[config.mk]
export PLATFORM = sky130hd
export DESIGN_NAME = row_clear_engine_flat
export DESIGN_NICKNAME = d
export VERILOG_FILES = /design/src/rtl/row_clear_engine_if.sv /design/src/rtl/row_clear_engine.sv /design/src/flat_wrapper.sv
export SDC_FILE = /design/constraint.sdc
export NUM_CORES = 1
export LEC_CHECK = 0
export BUFFER_PORTS_ARGS = -buffer_cell sky130_fd_sc_hd__buf_2
export CAP_MARGIN = 10
export CELL_PAD_IN_SITES_DETAIL_PLACEMENT = 1
export CELL_PAD_IN_SITES_GLOBAL_PLACEMENT = 1
export CORE_MARGIN = 2
export CORE_UTILIZATION = 37
export CTS_BUF_LIST = sky130_fd_sc_hd__clkbuf_8
export CTS_CLUSTER_SIZE = 20
export DETAILED_ROUTE_END_ITERATION = 10
export GPL_ROUTABILITY_DRIVEN = 0
export GPL_TIMING_DRIVEN = 0
export PLACE_DENSITY_LB_ADDON = 0.3
export SLEW_MARGIN = 30
export SYNTH_ARGS = -nofsm -noshare
export SYNTH_HDL_FRONTEND = slang
export SYNTH_SLANG_ARGS = --single-unit
[constraint.sdc]
create_clock -name clk -period 1.6 [get_ports clk]
set_input_delay 0.16 -clock clk [delete_from_list [all_inputs] [get_ports clk]]
set_output_delay 0.16 -clock clk [all_outputs]
set_load 0.01 [all_outputs]
[src/rtl/row_clear_engine_if.sv]
// Placement handshake and status bundle for the row clear engine.
// The master side places pieces; the slave side (the engine) reports the grid.
interface row_clear_engine_if #(
  parameter int LINES_W = 8
);
  logic               place_valid;
  logic [11:0]        place_mask;
  logic               place_ready;
  logic [11:0]        grid;
  logic               busy;
  logic               collision;
  logic               done;
  logic [LINES_W-1:0] lines;

  modport master (
    output place_valid, place_mask,
    input  place_ready, grid, busy, collision, done, lines
  );

  modport slave (
    input  place_valid, place_mask,
    output place_ready, grid, busy, collision, done, lines
  );
endinterface

[src/rtl/row_clear_engine.sv]
// Three-row by four-column grid: merges placed pieces and clears full rows one at a time,
// dropping the rows above each cleared row and counting cleared rows.
module row_clear_engine #(
  parameter int LINES_W = 8
) (
  input  logic              clk,
  input  logic              reset,
  row_clear_engine_if.slave bus
);

  typedef enum logic [1:0] {
    IDLE,
    CHECK,
    CLEAR,
    DONE
  } state_t;

  state_t             state;
  state_t             state_next;
  logic [11:0]        grid_q;
  logic [11:0]        grid_next;
  logic [LINES_W-1:0] lines_q;
  logic [LINES_W-1:0] lines_next;
  logic [2:0]         row_sel;
  logic [2:0]         row_sel_next;
  logic               collision_q;
  logic               collision_next;

  logic full_top;
  logic full_mid;
  logic full_bot;

  assign full_top = &grid_q[3:0];
  assign full_mid = &grid_q[7:4];
  assign full_bot = &grid_q[11:8];

  always_ff @(posedge clk) begin
    if (reset) begin
      state       <= IDLE;
      grid_q      <= 12'h000;
      lines_q     <= '0;
      row_sel     <= 3'b000;
      collision_q <= 1'b0;
    end else begin
      state       <= state_next;
      grid_q      <= grid_next;
      lines_q     <= lines_next;
      row_sel     <= row_sel_next;
      collision_q <= collision_next;
    end
  end

  always_comb begin
    state_next     = state;
    grid_next      = grid_q;
    lines_next     = lines_q;
    row_sel_next   = row_sel;
    collision_next = 1'b0;

    case (state)
      IDLE: begin
        if (bus.place_valid) begin
          if (|(grid_q & bus.place_mask)) begin
            collision_next = 1'b1;
          end else begin
            grid_next  = grid_q | bus.place_mask;
            state_next = CHECK;
          end
        end
      end

      // Only one row is cleared per visit; rows that become full after a
      // collapse are found on the next pass through CHECK.
      CHECK: begin
        if (full_top) begin
          row_sel_next = 3'b001;
          state_next   = CLEAR;
        end else if (full_mid) begin
          row_sel_next = 3'b010;
          state_next   = CLEAR;
        end else if (full_bot) begin
          row_sel_next = 3'b100;
          state_next   = CLEAR;
        end else begin
          state_next = DONE;
        end
      end

      CLEAR: begin
        case (row_sel)
          3'b001:  grid_next[3:0] = 4'h0;
          3'b010:  grid_next[7:0] = {grid_q[3:0], 4'h0};
          3'b100:  grid_next      = {grid_q[7:0], 4'h0};
          default: grid_next      = grid_q;
        endcase
        lines_next = lines_q + LINES_W'(1);
        state_next = CHECK;
      end

      DONE: begin
        state_next = IDLE;
      end

      default: begin
        state_next = IDLE;
      end
    endcase
  end

  assign bus.place_ready = (state == IDLE);
  assign bus.busy        = (state != IDLE);
  assign bus.done        = (state == DONE);
  assign bus.grid        = grid_q;
  assign bus.lines       = lines_q;
  assign bus.collision   = collision_q;

endmodule

[src/flat_wrapper.sv]
// flat-port wrapper written by rule: the top's interface ports become plain ports
module row_clear_engine_flat 
#(
  parameter int LINES_W = 8
)
  (clk, reset, bus_place_valid, bus_place_mask, bus_place_ready, bus_grid, bus_busy, bus_collision, bus_done, bus_lines);
  row_clear_engine_if #(.LINES_W(LINES_W)) bus_i ();
  input  logic clk;
  input  logic reset;
  input wire logic [$bits(bus_i.place_valid)-1:0] bus_place_valid;
  input wire logic [$bits(bus_i.place_mask)-1:0] bus_place_mask;
  output wire logic [$bits(bus_i.place_ready)-1:0] bus_place_ready;
  output wire logic [$bits(bus_i.grid)-1:0] bus_grid;
  output wire logic [$bits(bus_i.busy)-1:0] bus_busy;
  output wire logic [$bits(bus_i.collision)-1:0] bus_collision;
  output wire logic [$bits(bus_i.done)-1:0] bus_done;
  output wire logic [$bits(bus_i.lines)-1:0] bus_lines;
  assign bus_i.place_valid = bus_place_valid;
  assign bus_i.place_mask = bus_place_mask;
  assign bus_place_ready = bus_i.place_ready;
  assign bus_grid = bus_i.grid;
  assign bus_busy = bus_i.busy;
  assign bus_collision = bus_i.collision;
  assign bus_done = bus_i.done;
  assign bus_lines = bus_i.lines;
  row_clear_engine #(.LINES_W(LINES_W)) u_core (.clk(clk), .reset(reset), .bus(bus_i));
endmodule
==> impl_results.rst <==
.. list-table::
   :header-rows: 1

   * - Metric
     - Value
   * - Width of the die
     - 61.2 um
   * - Number of remaining DRC errors
     - 0
   * - Fin Hold WS
     - 135 ps
   * - Fmax
     - 0.660 GHz
   * - Post-route minimum period
     - 1510 ps
   * - Most frequent cells after synthesis
     - 26 x sky130_fd_sc_hd__dfxtp_1, 23 x sky130_fd_sc_hd__nor2_1, 19 x sky130_fd_sc_hd__nand2_1, 19 x sky130_fd_sc_hd__nor3_1, 8 x sky130_fd_sc_hd__nor4_1
   * - Starting density of the core
     - 39.3%
   * - Synthesis-to-finish area growth
     - 28.6%
   * - Post-route ant nets
     - 0
   * - Height of the die
     - 61.2 um
   * - Estimated wirelength of the detail-placed design
     - 2.79 mm
   * - Worst hold stages
     - 3
   * - Syn Inst Count
     - 151
   * - CP arrival
     - 1700 ps
   * - Vias per std cell
     - 5.52
   * - Hold-fix buffers, CTS
     - 0
   * - Leakage
     - 0.674 nW
   * - Clock edge transition at the registers on the reported setup and hold paths
     - 90 ps
   * - Unrepaired setup endpoints after global routing
     - true
   * - Maximum clock insertion buffer count
     - 2
   * - Setup TNS after final layout
     - 0 ps
   * - Fraction of registers with async set or reset after synthesis
     - 0%
   * - Most repeated cell in the gate-level netlist after synthesis
     - sky130_fd_sc_hd__dfxtp_1
   * - TritonCTS clock tree
     - yes
   * - Mean post-synth cell area
     - 8.02 um2
   * - Count of warnings emitted by yosys
     - 0
   * - Worst hold-check path type
     - input pin to flop
   * - Aggregate global routing overflow
     - 0
   * - Post-synthesis sequential area ratio
     - 43.0%
   * - Most area-hungry cell type in the Yosys netlist
     - sky130_fd_sc_hd__dfxtp_1
   * - Router iterations before antenna repair
     - 5
   * - Initial antenna violation count
     - 0
   * - Startpoint kind of the worst setup timing path
     - flop
   * - Total clock sinks
     - 26
   * - Largest driver fanout on the critical path
     - 8
   * - Pin slew with the least headroom to its limit
     - 488 ps
   * - Highest metal layer with signal wires
     - met4
   * - Total of endpoints with negative setup slack in the final report
     - 0
   * - Worst Hold Endpoint
     - u_core.bus.grid[2]
   * - Required time at the worst-slack endpoint
     - 1790 ps
   * - Prevailing post-synth register cell
     - sky130_fd_sc_hd__dfxtp_1
   * - Maximum number of pins on one net before global-route repair
     - 15
   * - Cells on worst reg2reg path
     - 6
   * - Global-route total usage across every layer
     - 21.0%
   * - Number of flops mapped to enable cells by yosys
     - 0
   * - Standard-cell rows
     - 20
   * - Starting DRT DRC Count
     - 41
   * - Remaining max-slew budget at the tightest pin
     - 67.5%
   * - Worst-case register-to-register setup slack
     - 90 ps
   * - Combined area of the multi-input logic cells
     - 694 um2
   * - Status
     - completed
   * - Number of top-level pins
     - 39
   * - Clock tree skew after final layout
     - 8.03 ps
   * - Layout cells sized above 1
     - 28.7%
   * - Number of placed instances with taps included
     - 233
   * - Worst setup path category
     - flop to flop
   * - Global-route wire length before repair
     - 5.82 mm
   * - Synth unique cells
     - 30
   * - Per-cell routed wire length
     - 15.2 um
   * - Layout fillers
     - 403
   * - Total power per unit cell area
     - 1350 nW/um2
   * - Area of the placeable core
     - 3080 um2
   * - Worst reg2reg startpoint
     - u_core.bus.grid[8]
   * - Area enclosed by the die boundary
     - 3750 um2
   * - Mapped Area
     - 1210 um2
   * - Routed length on met1
     - 1.53 mm
   * - CP endpoint kind
     - flop
   * - Detailed route wirelength on metal2
     - 1.95 mm
   * - Number of global-route vias before repair
     - 1274
   * - Met3 routed WL
     - 128 um
   * - Total count of hold-check failures in the final report
     - 0
   * - Clock latency reported for the late side of the worst-skew pair
     - 270 ps
   * - Diodes inserted
     - 0
   * - Inserted Clock Buffers
     - 3
   * - Post-place setup slack
     - -127 ps
   * - Routed wire length
     - 3.64 mm
   * - Count of buffers from port buffering
     - 38
   * - Fraction of post-synthesis cell area in the top cell type by area
     - 43.0%
   * - Max-capacitance violation count
     - 0
   * - Number of max-slew violations in the final report
     - 0
   * - Share of the cycle needed by the critical path after routing
     - 94.6%
   * - Worst-case vdd ir drop
     - 508 uV
   * - Via count
     - 1319
   * - Count of state elements after synthesis
     - 26
   * - Fin cells
     - 239
   * - Top cells by area, synth
     - sky130_fd_sc_hd__dfxtp_1 43%, sky130_fd_sc_hd__nor3_1 7.9%, sky130_fd_sc_hd__nor2_1 7.1%, sky130_fd_sc_hd__nand2_1 5.9%, sky130_fd_sc_hd__a22oi_1 4.3%
   * - Syn_nets
     - 167
   * - Reg-to-reg critical path endpoint
     - u_core.bus.grid[6]
   * - Start point of the worst min-delay path
     - bus_place_mask[2]
   * - Sequential cell area
     - 524 um2
   * - Count of nets after finishing
     - 212
   * - Number of H-tree levels
     - 1
   * - Clock root cell
     - sky130_fd_sc_hd__clkbuf_8
   * - Final WS setup
     - 85.8 ps
==> stage by stage <==
stage	power [W]	utilization [%]	instance area (um2)
floorplan	0.00136	-	1210
global placement	0.00159	47.3	1460
detailed placement	0.00163	47.3	1460
CTS	0.00208	49.5	1520
global route	0.00224	50.6	1560
finish	0.00211	50.6	1560
==> placed cells by master (no fill, tap or decap), types with 2 or more instances in the layout <==
master                      n
sky130_fd_sc_hd__nand2_1   19
sky130_fd_sc_hd__nand2b_1   2
sky130_fd_sc_hd__a22oi_1    6
sky130_fd_sc_hd__nor3_1    17
sky130_fd_sc_hd__dfxtp_1   23
sky130_fd_sc_hd__and3_1     2
sky130_fd_sc_hd__a21oi_1    3
sky130_fd_sc_hd__nor2_1    22
sky130_fd_sc_hd__o21ai_1    6
sky130_fd_sc_hd__nand3_1    2
sky130_fd_sc_hd__clkbuf_1   2
sky130_fd_sc_hd__buf_2     38
sky130_fd_sc_hd__xor2_1     4
sky130_fd_sc_hd__or3_1      3
sky130_fd_sc_hd__and2_1     2
sky130_fd_sc_hd__dfxtp_2    3
sky130_fd_sc_hd__nor3_2     2
sky130_fd_sc_hd__xnor2_1    3
sky130_fd_sc_hd__nor4_1     8
sky130_fd_sc_hd__inv_1      2
sky130_fd_sc_hd__nand4_1    5
sky130_fd_sc_hd__clkbuf_8   4
==> kinds of logic after synthesis <==
| group | count (synthesis) | synth area share (%) |
|---|---|---|
| buf+inv | 5 | 1.55 |
| xor+xnor | 7 | 5.06 |
| simple gates | 91 | 38.3 |
| compound gates | 21 | 11.1 |
| flops | 26 | 43.0 |
| fa+ha+maj | 1 | 1.03 |
==> power breakdown <==
group | switching (W) | internal, W
clock network | 0.000210 | 0.000220
registers | 0.000155 | 0.000760
logic | 0.000438 | 0.000325
total | 0.000803 | 0.00130
==> worst max-delay path by stage <==
stage                                endpoint  slack (ps)  cells past startpoint                from
after floorplan            u_core.bus.grid[4]         150                      5  u_core.bus.grid[6]
after global placement     u_core.bus.grid[5]         -70                      5  u_core.bus.grid[5]
after detailed placement  u_core.bus.grid[11]        -130                      5  u_core.bus.grid[5]
after CTS                  u_core.bus.grid[4]          20                      6     u_core.state[0]
after global routing      u_core.bus.lines[5]         -10                      4     u_core.state[1]
final                      u_core.bus.grid[6]          90                      6  u_core.bus.grid[8]
==> final cells by class <==
class,count,share of cell area (%)
multi-input combinational,120,44.6
timing repair buffer,40,13.4
clock buffer,4,3.53
inverter,2,0.482
sequential,26,33.7
tap,44,3.53
buffer,3,0.803
==> critical path, cell delays in order (launching register included) <==
cell and delay (ps):
sky130_fd_sc_hd__dfxtp_2 360, sky130_fd_sc_hd__a22oi_1 200, sky130_fd_sc_hd__nand2_1 130, sky130_fd_sc_hd__nor4_4 270, sky130_fd_sc_hd__buf_6 170, sky130_fd_sc_hd__nor3_1 50, sky130_fd_sc_hd__nor4_1 250
==> timing repair <==
| item | CTS | global route |
|---|---|---|
| setup endpoints to repair | 8 | 15 |
| pin swaps | 2 | 8 |
| gates resized for setup | 1 | 10 |
| setup buffers | 1 | 1 |
==> layer usage <==
metal,vias to the layer above,track usage (%)
met5,-,0
met4,0,5.90
met3,4,2.73
met2,35,39.2
met1,646,24.9
li1,634,-
==> state kept, by name (all words and copies together) (netlist names) <==
| signal | cells |
|---|---|
| u_core.bus.collision | 1 |
| u_core.state | 2 |
| u_core.bus.grid | 12 |
| u_core.row_sel | 3 |
| u_core.bus.lines | 8 |
(Power assumes the default switching activity.)
